===== src/rtl/ocl_axil_reg_bridge.sv =====
// ocl_axil_reg_bridge
//   AXI-Lite slave front-end for the OCL (AppPF BAR0) register path. Captures
//   single-beat AXI-Lite reads and writes (AW and W in any order) into
//   one-entry latches. Each access becomes one req/ack transaction on a
//   simple register bus. Reads and writes alternate when both are pending.
//
//   Optional feature macro: OCL_BRIDGE_TIMEOUT_EN
//     When it is defined, a register access that gets no reg_ack within
//     TIMEOUT_CYCLES cycles is completed with SLVERR. Reads return 32'hDEAD_BEEF.
//     When it is undefined, the block waits for reg_ack indefinitely.
//
// Ports
//   clk_main_a0, rst_main_n      clock, async active-low reset
//   s_aw*/s_w*/s_b*              AXI-Lite write address / data / response
//   s_ar*/s_r*                   AXI-Lite read address / data
//   reg_req, reg_wr, reg_addr,   register bus request (level) and payload
//   reg_wdata, reg_wstrb
//   reg_ack, reg_rdata           register bus completion and read data
module ocl_axil_reg_bridge #(
  parameter int unsigned TIMEOUT_CYCLES = 256
) (
  input  logic        clk_main_a0,
  input  logic        rst_main_n,
  input  logic        s_awvalid,
  output logic        s_awready,
  input  logic [31:0] s_awaddr,
  input  logic        s_wvalid,
  output logic        s_wready,
  input  logic [31:0] s_wdata,
  input  logic [3:0]  s_wstrb,
  output logic        s_bvalid,
  input  logic        s_bready,
  output logic [1:0]  s_bresp,
  input  logic        s_arvalid,
  output logic        s_arready,
  input  logic [31:0] s_araddr,
  output logic        s_rvalid,
  input  logic        s_rready,
  output logic [31:0] s_rdata,
  output logic [1:0]  s_rresp,
  output logic        reg_req,
  output logic        reg_wr,
  output logic [31:0] reg_addr,
  output logic [31:0] reg_wdata,
  output logic [3:0]  reg_wstrb,
  input  logic        reg_ack,
  input  logic [31:0] reg_rdata
);

  if (TIMEOUT_CYCLES < 2 || TIMEOUT_CYCLES > 65535) begin : g_bad_timeout
    $error("TIMEOUT_CYCLES must be within 2..65535");
  end

  typedef enum logic [2:0] {IDLE, WR_REQ, RD_REQ, WR_RESP, RD_RESP} state_t;

  state_t      state, state_nxt;
  logic        live;
  logic        aw_full, w_full, ar_full;
  logic [31:0] aw_addr_q, w_data_q, ar_addr_q;
  logic [3:0]  w_strb_q;
  logic        last_wr;
  logic [1:0]  bresp_q, rresp_q;
  logic [31:0] rdata_q;
  logic        timeout;
  logic        aw_hs, w_hs, ar_hs, b_hs, r_hs;

  assign aw_hs = s_awvalid & s_awready;
  assign w_hs  = s_wvalid & s_wready;
  assign ar_hs = s_arvalid & s_arready;
  assign b_hs  = (state == WR_RESP) & s_bready;
  assign r_hs  = (state == RD_RESP) & s_rready;

  // Keeps all readies low while reset is held and until the first edge after release.
  always_ff @(posedge clk_main_a0 or negedge rst_main_n) begin
    if (!rst_main_n) live <= 1'b0;
    else             live <= 1'b1;
  end

  always_ff @(posedge clk_main_a0 or negedge rst_main_n) begin
    if (!rst_main_n) begin
      aw_full   <= 1'b0;
      w_full    <= 1'b0;
      ar_full   <= 1'b0;
      aw_addr_q <= '0;
      w_data_q  <= '0;
      w_strb_q  <= '0;
      ar_addr_q <= '0;
    end else begin
      if (aw_hs) begin
        aw_full   <= 1'b1;
        aw_addr_q <= s_awaddr;
      end else if (b_hs) begin
        aw_full   <= 1'b0;
      end
      if (w_hs) begin
        w_full   <= 1'b1;
        w_data_q <= s_wdata;
        w_strb_q <= s_wstrb;
      end else if (b_hs) begin
        w_full   <= 1'b0;
      end
      if (ar_hs) begin
        ar_full   <= 1'b1;
        ar_addr_q <= s_araddr;
      end else if (r_hs) begin
        ar_full   <= 1'b0;
      end
    end
  end

`ifdef OCL_BRIDGE_TIMEOUT_EN
  logic [15:0] to_cnt;

  // Every request is entered from IDLE, so the count is zero on entry.
  always_ff @(posedge clk_main_a0 or negedge rst_main_n) begin
    if (!rst_main_n)                              to_cnt <= '0;
    else if (state != WR_REQ && state != RD_REQ) to_cnt <= '0;
    else if (!reg_ack)                            to_cnt <= to_cnt + 16'd1;
  end

  assign timeout = (state == WR_REQ || state == RD_REQ) && !reg_ack &&
                   (to_cnt == 16'(TIMEOUT_CYCLES - 1));
`else
  assign timeout = 1'b0;
`endif

  always_ff @(posedge clk_main_a0 or negedge rst_main_n) begin
    if (!rst_main_n) state <= IDLE;
    else             state <= state_nxt;
  end

  always_comb begin
    state_nxt = state;
    case (state)
      IDLE: begin
        // Tie: serve the type not served last time.
        if (ar_full && (!(aw_full && w_full) || last_wr)) state_nxt = RD_REQ;
        else if (aw_full && w_full)                       state_nxt = WR_REQ;
      end
      WR_REQ:  if (reg_ack || timeout) state_nxt = WR_RESP;
      RD_REQ:  if (reg_ack || timeout) state_nxt = RD_RESP;
      WR_RESP: if (s_bready)           state_nxt = IDLE;
      RD_RESP: if (s_rready)           state_nxt = IDLE;
      default:                         state_nxt = IDLE;
    endcase
  end

  always_ff @(posedge clk_main_a0 or negedge rst_main_n) begin
    if (!rst_main_n) begin
      last_wr <= 1'b1;
      bresp_q <= '0;
      rresp_q <= '0;
      rdata_q <= '0;
    end else begin
      if (state == IDLE && state_nxt == WR_REQ) last_wr <= 1'b1;
      if (state == IDLE && state_nxt == RD_REQ) last_wr <= 1'b0;
      if (state == WR_REQ && (reg_ack || timeout))
        bresp_q <= reg_ack ? 2'b00 : 2'b10;
      if (state == RD_REQ && (reg_ack || timeout)) begin
        rresp_q <= reg_ack ? 2'b00 : 2'b10;
        rdata_q <= reg_ack ? reg_rdata : 32'hDEAD_BEEF;
      end
    end
  end

  always_comb begin
    s_awready = live & ~aw_full;
    s_wready  = live & ~w_full;
    s_arready = live & ~ar_full;
    s_bvalid  = (state == WR_RESP);
    s_rvalid  = (state == RD_RESP);
    s_bresp   = bresp_q;
    s_rresp   = rresp_q;
    s_rdata   = rdata_q;
    reg_req   = 1'b0;
    reg_wr    = 1'b0;
    reg_addr  = '0;
    reg_wdata = '0;
    reg_wstrb = '0;
    case (state)
      WR_REQ: begin
        reg_req   = 1'b1;
        reg_wr    = 1'b1;
        reg_addr  = aw_addr_q;
        reg_wdata = w_data_q;
        reg_wstrb = w_strb_q;
      end
      RD_REQ: begin
        reg_req  = 1'b1;
        reg_addr = ar_addr_q;
      end
      default: ;
    endcase
  end

endmodule


===== config.mk =====
export PLATFORM = sky130hd
export DESIGN_NAME = ocl_axil_reg_bridge
export DESIGN_NICKNAME = d
export VERILOG_FILES = /design/src/rtl/ocl_axil_reg_bridge.sv
export SDC_FILE = /design/constraint.sdc
export NUM_CORES = 1
export LEC_CHECK = 0
export ABC_CLOCK_PERIOD_IN_PS = 2000
export BUFFER_PORTS_ARGS = -buffer_cell sky130_fd_sc_hd__clkbuf_2
export CAP_MARGIN = 20
export CORE_UTILIZATION = 48
export DETAILED_ROUTE_END_ITERATION = 10
export PLACE_DENSITY = 0.8
export SLEW_MARGIN = 20
export SYNTH_ARGS = -nofsm -noshare
export SYNTH_HDL_FRONTEND = slang
export SYNTH_SLANG_ARGS = --single-unit

===== constraint.sdc =====
create_clock -name clk_main_a0 -period 2 [get_ports clk_main_a0]
set_clock_uncertainty 0.05 [all_clocks]
set_input_delay 0.4 -clock clk_main_a0 [delete_from_list [all_inputs] [get_ports clk_main_a0]]
set_output_delay 0.4 -clock clk_main_a0 [all_outputs]
set_load 0.1 [all_outputs]

=== Word level (Yosys, flattened, before mapping) ===
Index checks and enable logic that the tools add are counted.

* Register bits after elaboration: 144
* Bits of input ports: 140

* Equality and inequality tests: 6
* Bitwise operators: 11
* Reductions and logical operators: 14
* Multiplexer cells: 21

{| class="wikitable"
|+ Operators by type and width
! operator !! count
|-
| 2-to-1 mux 32 bit || 2
|-
| one-hot mux 32 bit (2 select lines) || 1
|-
| 2-to-1 mux 3 bit || 6
|-
| one-hot mux 3 bit (5 select lines) || 1
|-
| == test 3 x 2 -> 1 bit (second input constant) || 3
|-
| 2-to-1 mux 1 bit || 9
|-
| AND 1 bit || 8
|-
| nonzero test 2 bit || 4
|-
| == test 3 x 1 -> 1 bit (second input constant) || 2
|-
| logical AND 1 bit || 6
|-
| 2-to-1 mux 4 bit || 1
|-
| == test 3 bit (second input constant) || 1
|-
| logical NOT 3 bit || 1
|-
| inverter 1 bit || 3
|-
| 2-to-1 mux 2 bit || 1
|-
| OR reduction 2 bit || 1
|-
| logical NOT 1 bit || 1
|-
| logical OR 1 bit || 1
|}

=== Logic depth before layout (Yosys ltp) ===
Gate-level depths: netlist of the first run.

* Word-level depth: 10
* Mapped depth: 6

=== Least setup slack after synthesis of the first run ===
Ideal clock, no wire load.

* Path kind: register to register
* Start point: register state[1]
* End point: register ar_full
* Clock period less this slack: 3.376 ns
* Data required time: 1.828 ns
* Cell stages (with the launch flop): 5
* Arrival: 3.204 ns
* Slack: -1.376 ns
* Library setup time: 0.122 ns
* Cell sequence: dfrtp_1 -> clkbuf_1 -> nor3b_1 -> nand2_1 -> a22o_1

* Longest elaborated chain between the ends: 3

{| class="wikitable"
|+ RTL lines
! what !! line !! source
|-
| from (decl) || 56 || <nowiki>state_t state, state_nxt;</nowiki>
|-
| from (signal assigned) || 129 || <nowiki>else state <= state_nxt;</nowiki>
|-
| == test 3 bit || -- ||
|-
| named net s_rvalid || 37 || <nowiki>output logic s_rvalid,</nowiki>
|-
| AND 1 bit || 71 || <nowiki>assign r_hs = (state == RD_RESP) & s_rready;</nowiki>
|-
| nonzero test 2 bit (no line) || -- ||
|-
| to (signal assigned) || 83 || <nowiki>ar_full <= 1'b0;</nowiki>
|-
| to (signal assigned) || 103 || <nowiki>ar_full <= 1'b1;</nowiki>
|-
| to (signal assigned) || 106 || <nowiki>ar_full <= 1'b0;</nowiki>
|-
| to (decl) || 58 || <nowiki>logic aw_full, w_full, ar_full;</nowiki>
|}

The timed path passes the listed nets, and every way through them passes these cells.
A chain may end at the register's enable or synchronous reset.

=== Worst setup path after layout of the first run ===
* Start point: register state[2]
* End point: output port reg_addr[20]

* Longest elaborated chain between the ends: 2
* Elaborated cells on any way between the ends: 3
* Classes of those cells: 2 x eq/ne; 1 x mux

{| class="wikitable"
|+ RTL lines
! what !! line !! source
|-
| == test 3 x 2 -> 1 bit / == test 3 x 1 -> 1 bit (equally long branches) || 180 || <nowiki>case (state)</nowiki>
|-
| one-hot mux 32 bit (2 select lines) (*) || 180 ||
|-
| to (decl) || 43 || <nowiki>output logic [31:0] reg_addr,</nowiki>
|}

Mark *: on every way between the ends. The rest lies on a longest branch, timed or not.

==> metrics, run 1 <==
outcome=complete, but fails checks; violated checks=setup timing; first-pass GRT wire length=27400 um; Cell Area, Synth=0.00610 mm2; signal arrival time at the worst endpoint=1.92 ns; share of layout cells above drive strength 1=0.635; maximum single-stage delay on the critical path=0.43 ns; Worst Path Class, Setup=reg2out; Layout Utilization=0.841; fraction of the yosys area taken by sequential cells=0.582; final critical-path share of the clock period=1.18; transition time at the pin with the least slew margin=0.573 ns; post-route cell area=0.0103 mm2; Starting Density=0.500; Total Routing Usage GR=0.284; Congestion Overflow GR=0; end point of the worst hold path=aw_addr_q[16]; Remaining DRCs=0; port buffer count=248; Post-Place Cell Area=0.00882 mm2; final-layout fill cell count=585; Final ANT Viol Nets=0; Synth cell types=30; worst rel slew slack=0.619; number of design-rule violations left by the first detailed-router iteration=229; number of global-route vias before repair=4945; cell-by-cell listing of the critical path=buf_6 > nor3b_4 > buf_6 > buf_12 > a22o_2 > buf_12; number of warnings reported in the yosys synthesis log=0; critical path's top delay family=buffers and inverters; count of max-cap constraint violations=0; CTS tree=done; number of iterations in the first detailed-routing pass=4; number of standard cells in the final layout excluding fillers=877; CTS sink cnt=142; smallest setup slack after layout=-0.366 ns; nets=836; WL per Instance=22.6 um; Total Die Area=0.0132 mm2; number of buffers and inverters on the critical path=4; minimum clock period after layout=2.37 ns; final HPWL from detailed placement=11300 um; total placed cells including tap cells=813; site row count=40; worst reg-to-reg path cell count=8; Post-Syn Instances=409; RePlAce Congestion=0.740; final setup violation count=104; Max Freq=423 MHz; initial antenna violation count=0; clock tree root driver cell=sky130_fd_sc_hd__clkbuf_16; Inserted Clock Buffers=17; total I/O pin count=251; launching point of the worst reg2reg path=state[2]; Vias/cell=5.31; worst r2r dst=s_rdata[17]; kind of capture point of the worst setup path=primary output; post-synthesis average cell area=14.9 um2; DIE WIDTH=115 um; setup TNS=-25.72 ns; # diodes=0; Slew Limit Fails=0; height of the chip=115 um; number of cells traversed by the worst hold path=2; largest net degree at the start of global routing=53; worst reg2reg setup slack=-0.16 ns; Worst-Skew Late Latency=0.43 ns; Final Hold Viols=0; worst hold path startpoint=s_awaddr[16]; number of buffers on the longest clock path=2; Critical Path RT=1.55 ns; critical path startpoint category=register; min-delay worst type=in2reg; vias after detailed routing=4655; Clock Pin Slew Worst Setup and Hold Paths=0.06 ns; total length of routed wires=19800 um; P&R area growth vs syn=68.2%; Core ar.=0.0122 mm2; maximum level of the CTS H-tree=4; flops & latches, synth=142; RSZ-0062 raised after global routing=yes; critical path peak fanout=9; Max stage delay cell, worst path=sky130_fd_sc_hd__dfrtp_2
## cell usage in the layout (no fill, tap or decap), types with 2 or more instances in the layout
master                      instances
sky130_fd_sc_hd__nor2b_4            4
sky130_fd_sc_hd__a22o_1             2
sky130_fd_sc_hd__clkbuf_1           2
sky130_fd_sc_hd__clkbuf_2         173
sky130_fd_sc_hd__nor3b_4            3
sky130_fd_sc_hd__buf_6             11
sky130_fd_sc_hd__a22o_2             2
sky130_fd_sc_hd__buf_12            79
sky130_fd_sc_hd__clkinv_2           3
sky130_fd_sc_hd__nand2_1           11
sky130_fd_sc_hd__nor2_1             2
sky130_fd_sc_hd__buf_16             6
sky130_fd_sc_hd__dfrtp_1          139
sky130_fd_sc_hd__mux2_4            32
sky130_fd_sc_hd__mux2_2            12
sky130_fd_sc_hd__and2_4            35
sky130_fd_sc_hd__a22o_4            30
sky130_fd_sc_hd__clkbuf_8           3
sky130_fd_sc_hd__bufinv_16          5
sky130_fd_sc_hd__dfrtp_2            2
sky130_fd_sc_hd__mux2_1            88
sky130_fd_sc_hd__buf_4             14
sky130_fd_sc_hd__clkbuf_16         25
sky130_fd_sc_hd__and2_2             3
sky130_fd_sc_hd__a21oi_1            2
sky130_fd_sc_hd__conb_1             3
## sequential cells by signal, indices dropped and copies added (netlist names), 3 cells and up
signal and count:
ar_addr_q 32, state 3, aw_addr_q 32, w_strb_q 4
w_data_q 32, s_rdata 32
## worst max path at each step
stage,slack (ns),from,endpoint,cells after the start
CTS,-0.31,state[2],reg_addr[31],6
global placement,0.17,state[0],reg_wdata[25],4
global route,-0.40,state[2],reg_addr[20],6
finish,-0.37,state[2],reg_addr[20],6
detailed placement,0.09,state[0],reg_req,4
floorplan,-0.13,state[1],reg_wdata[25],4
## cells in the mapped netlist, drive strengths merged
| library cell | instances | area [um2] |
|---|---|---|
| dfstp | 1 | 26.3 |
| nor2 | 2 | 7.51 |
| mux2 | 132 | 1600 |
| nand4b | 1 | 8.76 |
| conb | 2 | 7.51 |
| a211o | 1 | 8.76 |
| clkbuf | 7 | 26.3 |
| a311o | 1 | 10.0 |
| a22o | 34 | 298 |
| a21boi | 1 | 7.51 |
| nor3b | 4 | 46.3 |
| mux2i | 1 | 10.0 |
| nor2b | 5 | 31.3 |
| nand2 | 12 | 47.6 |
| buf | 21 | 179 |
| and2 | 38 | 240 |
| dfrtp | 141 | 3530 |
| or2 | 1 | 6.26 |
| o21ai | 1 | 5.00 |
| nor3 | 1 | 5.00 |
| a21oi | 2 | 10.0 |
## what timing repair did
item / 4_1_cts / 5_1_grt
gates resized for setup: 42 / 34
hold buffers: 1 / 0
gates cloned: 4 / 10
hold endpoints to repair: 39 / 0
setup endpoints to repair: 72 / 78
buffers inserted: 13 / 5
pin swaps: 4 / 22
## cell type report
cell class	instances	area, um2	area share
clock buffer	22	474	0.0462
clock inverter	10	183	0.0178
multi-input combinational	240	2760	0.269
sequential	142	3560	0.346
tap	168	210	0.0205
timing repair buffer	295	3080	0.300
## per-layer routing
layer  vias up  GRT usage  share of wire
met5         -          0              0
met4         0      0.119          0.027
met3        41     0.0749          0.065
met2       227      0.504           0.53
met1      2365      0.326           0.38
li1       2022          -              -
## cell families after synthesis
family,share of synthesized area
AOI/OAI and AO/OA,0.0555
buffers and inverters,0.0336
DFF,0.582
muxes,0.263
other,0.00123
and+or+nand+nor,0.0644
## metrics by stage
| step | hold slack, ns | setup WS, ns |
|---|---|---|
| 3_5_place_dp | 0.299 | 0.0940 |
| 4_1_cts | 0.126 | -0.313 |
| 5_1_grt | 0.131 | -0.399 |
| 6_report | 0.131 | -0.366 |
| 3_3_place_gp | 0.290 | 0.169 |
| 2_1_floorplan | 0.0544 | -0.133 |
Power of run 1 is not shown: default switching activity piles up to over one toggle a cycle in this logic, so the estimate is an artifact.
==> run 2, diff against run 1 <==
--- a/config.mk
+++ b/config.mk
@@ -6,11 +6,12 @@
 export NUM_CORES = 1
 export LEC_CHECK = 0
 export ABC_CLOCK_PERIOD_IN_PS = 2000
-export BUFFER_PORTS_ARGS = -buffer_cell sky130_fd_sc_hd__clkbuf_2
 export CAP_MARGIN = 20
-export CORE_UTILIZATION = 48
+export CORE_MARGIN = 3
+export CORE_UTILIZATION = 54
 export DETAILED_ROUTE_END_ITERATION = 10
-export PLACE_DENSITY = 0.8
+export DONT_BUFFER_PORTS = 1
+export PLACE_DENSITY = 0.69
 export SLEW_MARGIN = 20
 export SYNTH_ARGS = -nofsm -noshare
 export SYNTH_HDL_FRONTEND = slang
==> run 2 against run 1 <==
Against the previous run: the flow finishes with violations (hold timing, setup timing); worst hold slack got worse by 0.49 ns; highest routed layer unchanged; critical path depth is 1 lower; wire length shrank 25%.
==> metrics, run 2 (synthesis gave the netlist of run 1 again) <==
vias after detailed routing=3644; nets=628; Total Die Area=0.0126 mm2; worst r2r dst=s_rdata[31]; start point of the critical path=state[2]; port buffer count=0; DIE WIDTH=112 um; CTS sink cnt=142; Max Freq=441 MHz; RSZ-0062 raised after global routing=yes; most frequent standard cell in the layout excluding fill and tap cells=sky130_fd_sc_hd__dfrtp_1; Core ar.=0.0109 mm2; Remaining DRCs=0; number of global-route vias before repair=4006; min-delay worst type=in2async; Clock Pin Slew Worst Setup and Hold Paths=0.05 ns; site row count=38; worst reg2reg setup slack=0.10 ns; number of design-rule violations left by the first detailed-router iteration=236; Starting Density=0.558; count of max-cap constraint violations=0; final HPWL from detailed placement=9920 um; Layout Utilization=0.779; WL per Instance=23.0 um; P&R area growth vs syn=39.5%; height of the chip=112 um; smallest setup slack after layout=-0.269 ns; worst rel slew slack=0.368; number of buffers on the longest clock path=2; post-route worst hold slack=-0.362 ns; total placed cells including tap cells=598; Worst-Skew Late Latency=0.41 ns; kind of capture point of the worst setup path=primary output; clock tree root driver cell=sky130_fd_sc_hd__clkbuf_16; worst reg-to-reg path cell count=5; violated checks=hold timing, setup timing; share of layout cells above drive strength 1=0.471; critical path peak fanout=12; critical path startpoint category=register; number of iterations in the first detailed-routing pass=4; Congestion Overflow GR=0; total length of routed wires=14800 um; Worst Path Class, Setup=reg2out; launching point of the worst reg2reg path=state[1]; largest net degree at the start of global routing=143; final critical-path share of the clock period=1.13; number of standard cells in the final layout excluding fillers=642; Final ANT Viol Nets=0; signal arrival time at the worst endpoint=1.82 ns; first-pass GRT wire length=22600 um; total I/O pin count=251; Vias/cell=5.68; Critical Path RT=1.55 ns; maximum level of the CTS H-tree=4; transition time at the pin with the least slew margin=0.948 ns; initial antenna violation count=1; Total Routing Usage GR=0.232; Inserted Clock Buffers=17; minimum clock period after layout=2.27 ns; CTS tree=done; Final Hold Viols=142; RePlAce Congestion=0.738; final setup violation count=70; outcome=complete, but fails checks; commonest cells after routing, fill and taps aside=sky130_fd_sc_hd__dfrtp_1 (140), sky130_fd_sc_hd__mux2_1 (91), sky130_fd_sc_hd__buf_12 (59); Slew Limit Fails=0
run 2: stage by stage:
| stage | TNS, ns | cell area, um2 | setup WS (ns) |
|---|---|---|---|
| 6_report | -15.84 | 8520 | -0.269 |
| 5_1_grt | -22.28 | 8520 | -0.357 |
| 4_1_cts | -15.27 | 8250 | -0.264 |
| 3_5_place_dp | 0 | 7580 | 0.159 |
| 3_3_place_gp | 0 | 7580 | 0.183 |
| 2_1_floorplan | -6.95 | 6300 | -0.133 |
run 2: area by class of cell:
type | instances | area [um2]
fillers | 652 | 2420
clock inverters | 7 | 85.1
multi-input cells | 240 | 2710
diodes | 1 | 2.50
well taps | 140 | 175
flip-flops and latches | 142 | 3560
repair buffers | 87 | 1500
clock buffers | 25 | 485
run 2: repair_timing:
action / in CTS / in global routing
setup endpoints to repair: 72 / 72
buffers inserted: 4 / 1
pin swaps: 12 / 12
hold endpoints to repair: 142 / 142
gates resized for setup: 13 / 34
cloned: 2 / 4
run 2: critical path: stages (launching register included):
cell and delay, ns:
sky130_fd_sc_hd__dfrtp_2 0.44, sky130_fd_sc_hd__nor3b_4 0.27, sky130_fd_sc_hd__buf_6 0.17, sky130_fd_sc_hd__buf_12 0.16, sky130_fd_sc_hd__a22o_2 0.19, sky130_fd_sc_hd__buf_12 0.17
run 2: worst max-delay path by stage:
stage          cells after the start            end
2_1_floorplan                      4  reg_wdata[25]
3_3_place_gp                       4   reg_addr[17]
3_5_place_dp                       4   reg_addr[20]
4_1_cts                            5    reg_addr[4]
5_1_grt                            5    reg_addr[3]
6_report                           5   reg_addr[30]
run 2: per-layer routing:
layer	wire, um	track usage	up-vias
met4	259	0.0801	0
met1	5480	0.270	1854
met2	7760	0.392	163
li1	-	-	1604
met3	1260	0.0943	23
met5	0	0	-
Power of run 2 is left out for the same reason.
